$ cat config.mk
export PLATFORM = sky130hd
export DESIGN_NAME = vram_arbiter
export DESIGN_NICKNAME = d
export VERILOG_FILES = /design/src/rtl/vram_pkg.sv /design/src/rtl/vram_access_seq.sv /design/src/rtl/vram_arbiter.sv
export SDC_FILE = /design/constraint.sdc
export NUM_CORES = 1
export LEC_CHECK = 0
export BUFFER_PORTS_ARGS = -buffer_cell sky130_fd_sc_hd__buf_2
export CAP_MARGIN = 20
export CORE_ASPECT_RATIO = 0.75
export CORE_MARGIN = 2
export CORE_UTILIZATION = 42
export DETAILED_ROUTE_END_ITERATION = 10
export HOLD_SLACK_MARGIN = 0.06
export PLACE_DENSITY = 0.76
export RECOVER_POWER = 50
export SLEW_MARGIN = 20
export SYNTH_ARGS = -nofsm -noshare
export SYNTH_HDL_FRONTEND = slang
export SYNTH_SLANG_ARGS = --single-unit
export TNS_END_PERCENT = 20
$ cat constraint.sdc
create_clock -name clk -period 1.8 [get_ports clk]
set_input_delay 0.18 -clock clk [delete_from_list [all_inputs] [get_ports clk]]
set_output_delay 0.18 -clock clk [all_outputs]
set_load 0.02 [all_outputs]
$ cat src/rtl/vram_pkg.sv
// Shared types and helpers for the VRAM arbiter and its access sequencer.
package vram_pkg;

  localparam int VRAM_AW = 18;
  localparam int VRAM_DW = 16;

  typedef enum logic [2:0] {
    ST_IDLE,
    ST_RD_STB,
    ST_WR_SETUP,
    ST_WR_STB,
    ST_WR_REC
  } seq_state_t;

  // Byte enables are active high, SRAM dqm is active high "lane disabled".
  function automatic logic [1:0] lane_to_dqm(input logic [1:0] lane);
    return ~lane;
  endfunction

endpackage

$ cat src/rtl/vram_access_seq.sv
// Strobe/timing sequencer for one asynchronous SRAM access; every pin and
// completion output is a flop driven from the next-state decode.
module vram_access_seq
  import vram_pkg::*;
#(
  parameter int ADDR_WIDTH    = VRAM_AW,
  parameter int ACCESS_CYCLES = 2
) (
  input  logic                  clk,
  input  logic                  reset,
  input  logic                  start,
  input  logic                  start_we,
  input  logic                  start_cpu,
  input  logic [ADDR_WIDTH-1:0] start_addr,
  input  logic [VRAM_DW-1:0]    start_wdata,
  input  logic [1:0]            start_lane,
  output logic                  idle,
  output logic                  vid_done,
  output logic                  cpu_done,
  output logic [VRAM_DW-1:0]    vid_rdata,
  output logic [VRAM_DW-1:0]    cpu_rdata,
  output logic [ADDR_WIDTH-1:0] vram_a,
  output logic [VRAM_DW-1:0]    vram_d_o,
  input  logic [VRAM_DW-1:0]    vram_d_i,
  output logic                  vram_d_oe,
  output logic [1:0]            vram_dqm,
  output logic                  vram_cs_n,
  output logic                  vram_we_n,
  output logic                  vram_oe_n
);

  localparam int CNT_W = (ACCESS_CYCLES > 1) ? $clog2(ACCESS_CYCLES) : 1;
  localparam logic [CNT_W-1:0] CNT_LAST = CNT_W'(ACCESS_CYCLES - 1);

  seq_state_t       state_reg, state_next;
  logic [CNT_W-1:0] cnt_reg, cnt_next;
  logic             owner_cpu_reg;
  logic             rd_last, wr_last;

  assign idle    = (state_reg == ST_IDLE);
  assign rd_last = (state_reg == ST_RD_STB) && (cnt_reg == CNT_LAST);
  assign wr_last = (state_reg == ST_WR_STB) && (cnt_reg == CNT_LAST);

  always_comb begin
    state_next = state_reg;
    cnt_next   = cnt_reg;
    case (state_reg)
      ST_IDLE: begin
        if (start) begin
          state_next = start_we ? ST_WR_SETUP : ST_RD_STB;
          cnt_next   = '0;
        end
      end
      ST_RD_STB: begin
        if (rd_last) state_next = ST_IDLE;
        else         cnt_next   = cnt_reg + 1'b1;
      end
      ST_WR_SETUP: begin
        state_next = ST_WR_STB;
        cnt_next   = '0;
      end
      ST_WR_STB: begin
        if (wr_last) state_next = ST_WR_REC;
        else         cnt_next   = cnt_reg + 1'b1;
      end
      ST_WR_REC: state_next = ST_IDLE;
      default:   state_next = ST_IDLE;
    endcase
  end

  always_ff @(posedge clk) begin
    if (reset) begin
      state_reg     <= ST_IDLE;
      cnt_reg       <= '0;
      owner_cpu_reg <= 1'b0;
      vram_cs_n     <= 1'b1;
      vram_we_n     <= 1'b1;
      vram_oe_n     <= 1'b1;
      vram_dqm      <= 2'b11;
      vram_d_oe     <= 1'b0;
      vram_a        <= '0;
      vram_d_o      <= '0;
      vid_done      <= 1'b0;
      cpu_done      <= 1'b0;
      vid_rdata     <= '0;
      cpu_rdata     <= '0;
    end else begin
      state_reg <= state_next;
      cnt_reg   <= cnt_next;
      // Strobes are decoded from the next state so they change exactly on state edges.
      vram_cs_n <= (state_next == ST_IDLE);
      vram_oe_n <= (state_next != ST_RD_STB);
      vram_we_n <= (state_next != ST_WR_STB);
      vram_d_oe <= (state_next inside {ST_WR_SETUP, ST_WR_STB, ST_WR_REC});
      if (idle && start) begin
        vram_a        <= start_addr;
        vram_d_o      <= start_wdata;
        vram_dqm      <= start_we ? lane_to_dqm(start_lane) : 2'b00;
        owner_cpu_reg <= start_cpu;
      end else if (state_next == ST_IDLE) begin
        vram_dqm <= 2'b11;
      end
      vid_done <= rd_last && !owner_cpu_reg;
      cpu_done <= (rd_last && owner_cpu_reg) || wr_last;
      if (rd_last) begin
        if (owner_cpu_reg) cpu_rdata <= vram_d_i;
        else               vid_rdata <= vram_d_i;
      end
    end
  end

endmodule

$ cat src/rtl/vram_arbiter.sv
// Shares one asynchronous VRAM between video scanout and the CPU bus: video
// has priority, a starvation counter forces a CPU grant after a video run.
module vram_arbiter
  import vram_pkg::*;
#(
  parameter int ADDR_WIDTH     = VRAM_AW,
  parameter int ACCESS_CYCLES  = 2,
  parameter int CPU_STARVE_MAX = 4
) (
  input  logic                  clk,
  input  logic                  reset,
  input  logic                  vid_req,
  input  logic [ADDR_WIDTH-1:0] vid_addr,
  output logic                  vid_ack,
  output logic [VRAM_DW-1:0]    vid_rdata,
  input  logic                  cpu_req,
  input  logic                  cpu_we,
  input  logic [ADDR_WIDTH-1:0] cpu_addr,
  input  logic [VRAM_DW-1:0]    cpu_wdata,
  input  logic [1:0]            cpu_lane,
  output logic                  cpu_ack,
  output logic [VRAM_DW-1:0]    cpu_rdata,
  output logic [ADDR_WIDTH-1:0] vram_a,
  output logic [VRAM_DW-1:0]    vram_d_o,
  input  logic [VRAM_DW-1:0]    vram_d_i,
  output logic                  vram_d_oe,
  output logic [1:0]            vram_dqm,
  output logic                  vram_cs_n,
  output logic                  vram_we_n,
  output logic                  vram_oe_n
);

  localparam int SW = $clog2(CPU_STARVE_MAX + 1);
  localparam logic [SW-1:0] STARVE_MAX = SW'(CPU_STARVE_MAX);

  logic [SW-1:0] starve_cnt_reg, starve_cnt_next;
  logic          seq_idle, vid_wins, grant_vid, grant_cpu;

  // Priority is decided on the raw requests; a requester still acking this
  // cycle wins nothing, so a held video request cannot hand CPU a free slot.
  always_comb begin
    vid_wins  = vid_req && !(cpu_req && (starve_cnt_reg == STARVE_MAX));
    grant_vid = seq_idle && vid_wins && !vid_ack;
    grant_cpu = seq_idle && !vid_wins && cpu_req && !cpu_ack;
    starve_cnt_next = starve_cnt_reg;
    if (!cpu_req || grant_cpu)
      starve_cnt_next = '0;
    else if (grant_vid && (starve_cnt_reg != STARVE_MAX))
      starve_cnt_next = starve_cnt_reg + 1'b1;
  end

  always_ff @(posedge clk) begin
    if (reset) starve_cnt_reg <= '0;
    else       starve_cnt_reg <= starve_cnt_next;
  end

  vram_access_seq #(
    .ADDR_WIDTH    (ADDR_WIDTH),
    .ACCESS_CYCLES (ACCESS_CYCLES)
  ) u_seq (
    .clk         (clk),
    .reset       (reset),
    .start       (grant_vid || grant_cpu),
    .start_we    (grant_cpu && cpu_we),
    .start_cpu   (grant_cpu),
    .start_addr  (grant_cpu ? cpu_addr : vid_addr),
    .start_wdata (cpu_wdata),
    .start_lane  (cpu_lane),
    .idle        (seq_idle),
    .vid_done    (vid_ack),
    .cpu_done    (cpu_ack),
    .vid_rdata   (vid_rdata),
    .cpu_rdata   (cpu_rdata),
    .vram_a      (vram_a),
    .vram_d_o    (vram_d_o),
    .vram_d_i    (vram_d_i),
    .vram_d_oe   (vram_d_oe),
    .vram_dqm    (vram_dqm),
    .vram_cs_n   (vram_cs_n),
    .vram_we_n   (vram_we_n),
    .vram_oe_n   (vram_oe_n)
  );

endmodule
==> impl_metrics.py <==
metrics = {
    "layout": {
        "nets": 592,
        "post-route-cell-area_um2": 4290,
        "most-common-layout-cells": "82 x dfxtp_1, 78 x buf_2, 72 x clkbuf_1",
        "largest_reg_flops": 18,
        "fin_cells": 621,
        "synthToLayoutAreaGrowth_pct": 30.9,
        "regMostFlops": "u_seq.vram_a",
        "antennaDiodeCount": 0,
        "mostFrequentLayoutCell": "dfxtp_1",
        "drive_above_1_share": 0.271,
    },
    "timing": {
        "max_slew_margin": 0.624,
        "tightest_slew_ps": 563,
        "period_share": 0.946,
        "setup_violations": 0,
        "skew_ps": 10.0,
        "final_hold_viol_count": 0,
        "fin_crit_ps": 1700,
        "fmax_mhz": 587,
        "drv_slew": 0,
        "rsz0062_at_grt": "yes",
    },
    "clocking": {
        "path_clk_slew_ps": 80,
        "htree_levels": 3,
        "cts_tree": "done",
        "cts_inserted_buffers": 9,
        "insertion_delay_ps": 340,
        "cts_setup_buffers": 0,
        "cts.path.max_buffers": 2,
        "clock_sinks": 82,
        "cts_root_buffer": "clkbuf_8",
    },
    "power": {
        "vdd_ir_drop_max_v": 0.000546,
        "leakagePower_uw": 0.00164,
        "p_total_uw": 4220,
        "p_per_area_nw_per_um2": 984,
    },
    "yosys": {
        "syn_area_um2": 3280,
        "synth_cells": 370,
        "ys_warn_count": 0,
        "synth_area_per_cell_um2": 8.87,
        "yosys.cell_types.count": 42,
        "yosys_register_bits": 82,
        "synth-edff-count": 0,
        "syn-num-nets": 447,
        "netlist_top_cells_area": "dfxtp_1 50%, a21oi_1 7.8%, nand2_1 7.8%, nor3_2 5.8%, o22ai_1 3.4%",
        "synth_top_flop_cell": "dfxtp_1",
        "yosysTopAreaCell": "dfxtp_1",
        "yosysSeqAreaShare": 0.500,
        "synthArstFlopShare": 0,
        "yosysTopAreaCellShare": 0.500,
    },
    "placement": {
        "gp_congestion": 0.788,
        "hpwl_um": 6250,
        "dp.cells": 602,
        "placed_cell_area_um2": 4120,
        "io_buffer_count": 148,
    },
    "detailed_routing": {
        "wl_met1_um": 3790,
        "vias": 3245,
        "wl_per_cell_um": 14.1,
        "routed_via_density": 5.23,
        "wl_met2_um": 4290,
        "drtIter0Drc": 187,
        "ant_nets": 0,
        "drc": 0,
        "dr_wl_met3_um": 458,
        "wirelength_um": 8780,
        "highest_layer": "met4",
        "dr.pass1.iters": 5,
    },
    "critical_path": {
        "crit_family": "compound AO/OA/AOI/OAI gates",
        "end_kind": "flop",
        "worstReg2RegEnd": "u_seq.vram_d_o[8]",
        "cpPeakStageDelay_ps": 340,
        "cp-startpoint": "starve_cnt_reg[0]",
        "crit_buf_inv": 2,
        "crit_path_cell_trace": "inv_1 > ha_1 > and3_1 > o211a_4 > buf_12 > o21ai_0 > a21oi_1",
        "r2r_start": "starve_cnt_reg[0]",
        "worstPathMaxFanout": 33,
        "required_ps": 2020,
        "crit_slowest_cell": "dfxtp_1",
        "cp-start-kind": "flop",
        "r2r_setup_slack_ps": 100,
        "arrival_ps": 1920,
        "worstSetupPathType": "reg2reg",
        "reg2regPathDepth": 7,
    },
    "global_routing": {
        "grt-ovfl-total": 0,
        "antenna_found_initial": 0,
        "grt_usage": 0.203,
        "grt_pass1_wl_um": 13800,
        "grt_max_degree": 41,
        "first_global_vias": 2976,
    },
    "floorplanning": {
        "die_x_um": 106,
        "io-pin-count": 149,
        "die_height_um": 80.5,
        "rows": 27,
        "die_area_um2": 8540,
        "core_area_um2": 7470,
        "initial_core_util": 0.439,
    },
    "min_path": {
        "min_path_type": "in2reg",
        "min-delay-start": "vram_d_i[11]",
        "hold-path-cell-count": 3,
        "holdPathEnd": "u_seq.cpu_rdata[11]",
    },
    "outcome": {
        "status": "complete, no violations",
    },
    "flow_run": {
        "drv_cap": 0,
    },
}
## timing repair
action	CTS	global route
hold endpoints to repair	3	0
hold buffers	3	0
setup endpoints to repair	0	32
gates resized for setup	0	11
## where the power goes
part	switching (uW)	total, uW	internal [uW]	leakage (uW)
Sequential	83.4	2020	1940	0.000671
Combinational	531	860	328	0.000877
Clock	657	1340	684	0.0000922
Total	1270	4220	2950	0.00164
## kinds of logic (layout without fill, tap and decap cells)
kind of cell	count (synthesis)	in the layout	share of synthesized area
AND/OR/NAND/NOR	152	152	0.254
flip-flops	82	82	0.500
XOR/XNOR	1	1	0.00267
AO/OA/AOI/OAI	97	97	0.172
adder cells (fa/ha/maj)	2	2	0.00763
buffers and inverters	35	185	0.0603
multiplexers	1	1	0.00305
## worst reg2reg max path, stage by stage (launching register included)
cell,delay (ps)
dfxtp_1,340
inv_1,70
ha_1,230
and3_1,210
o211a_4,270
buf_12,170
o21ai_0,210
a21oi_1,90
## layer usage
metal / global-route usage / vias to the layer above
met5: 0 / -
met2: 0.340 / 107
met3: 0.0552 / 21
met1: 0.243 / 1526
met4: 0.101 / 0
li1: - / 1591
## Yosys cell counts (all sizes together) (2+ instances only)
master,instances
dfxtp,82
nand2,69
a21oi,53
nor3,39
nand3,22
buf,19
o22ai,18
o21ai,16
clkbuf,12
nor2,8
inv,4
nor2b,4
and3,2
ha,2
nor4,2
o221ai,2
## worst max path at each step
stage / endpoint / slack (ps) / cells past startpoint
finish: u_seq.vram_d_o[8] / 100 / 7
global route: u_seq.vram_d_o[12] / -9 / 7
CTS: u_seq.vram_a[2] / 40 / 7
detailed placement: u_seq.vram_a[2] / 40 / 7
global placement: u_seq.vram_a[11] / 130 / 7
floorplan: u_seq.vram_a[1] / 120 / 8
## layout make-up
type,count,area [um2]
timing repair buffer,165,835
tap,101,126
clock inverter,5,61.3
multi-input combinational,253,1470
clock buffer,11,141
fill,725,3170
sequential,82,1640
inverter,4,15.0
## metrics by stage
| stage | worst slack, ps | setup TNS (ps) | util | hold WS (ps) |
|---|---|---|---|---|
| after floorplan | 124 | 0 | - | 316 |
| after global placement | 128 | 0 | 0.552 | 403 |
| after detailed placement | 44.7 | 0 | 0.552 | 400 |
| after CTS | 40.4 | 0 | 0.583 | 61.5 |
| after global routing | -9.13 | -32.9 | 0.575 | 62.8 |
| final | 96.5 | 0 | 0.575 | 83.3 |
Power figures use the tool's default switching activity.
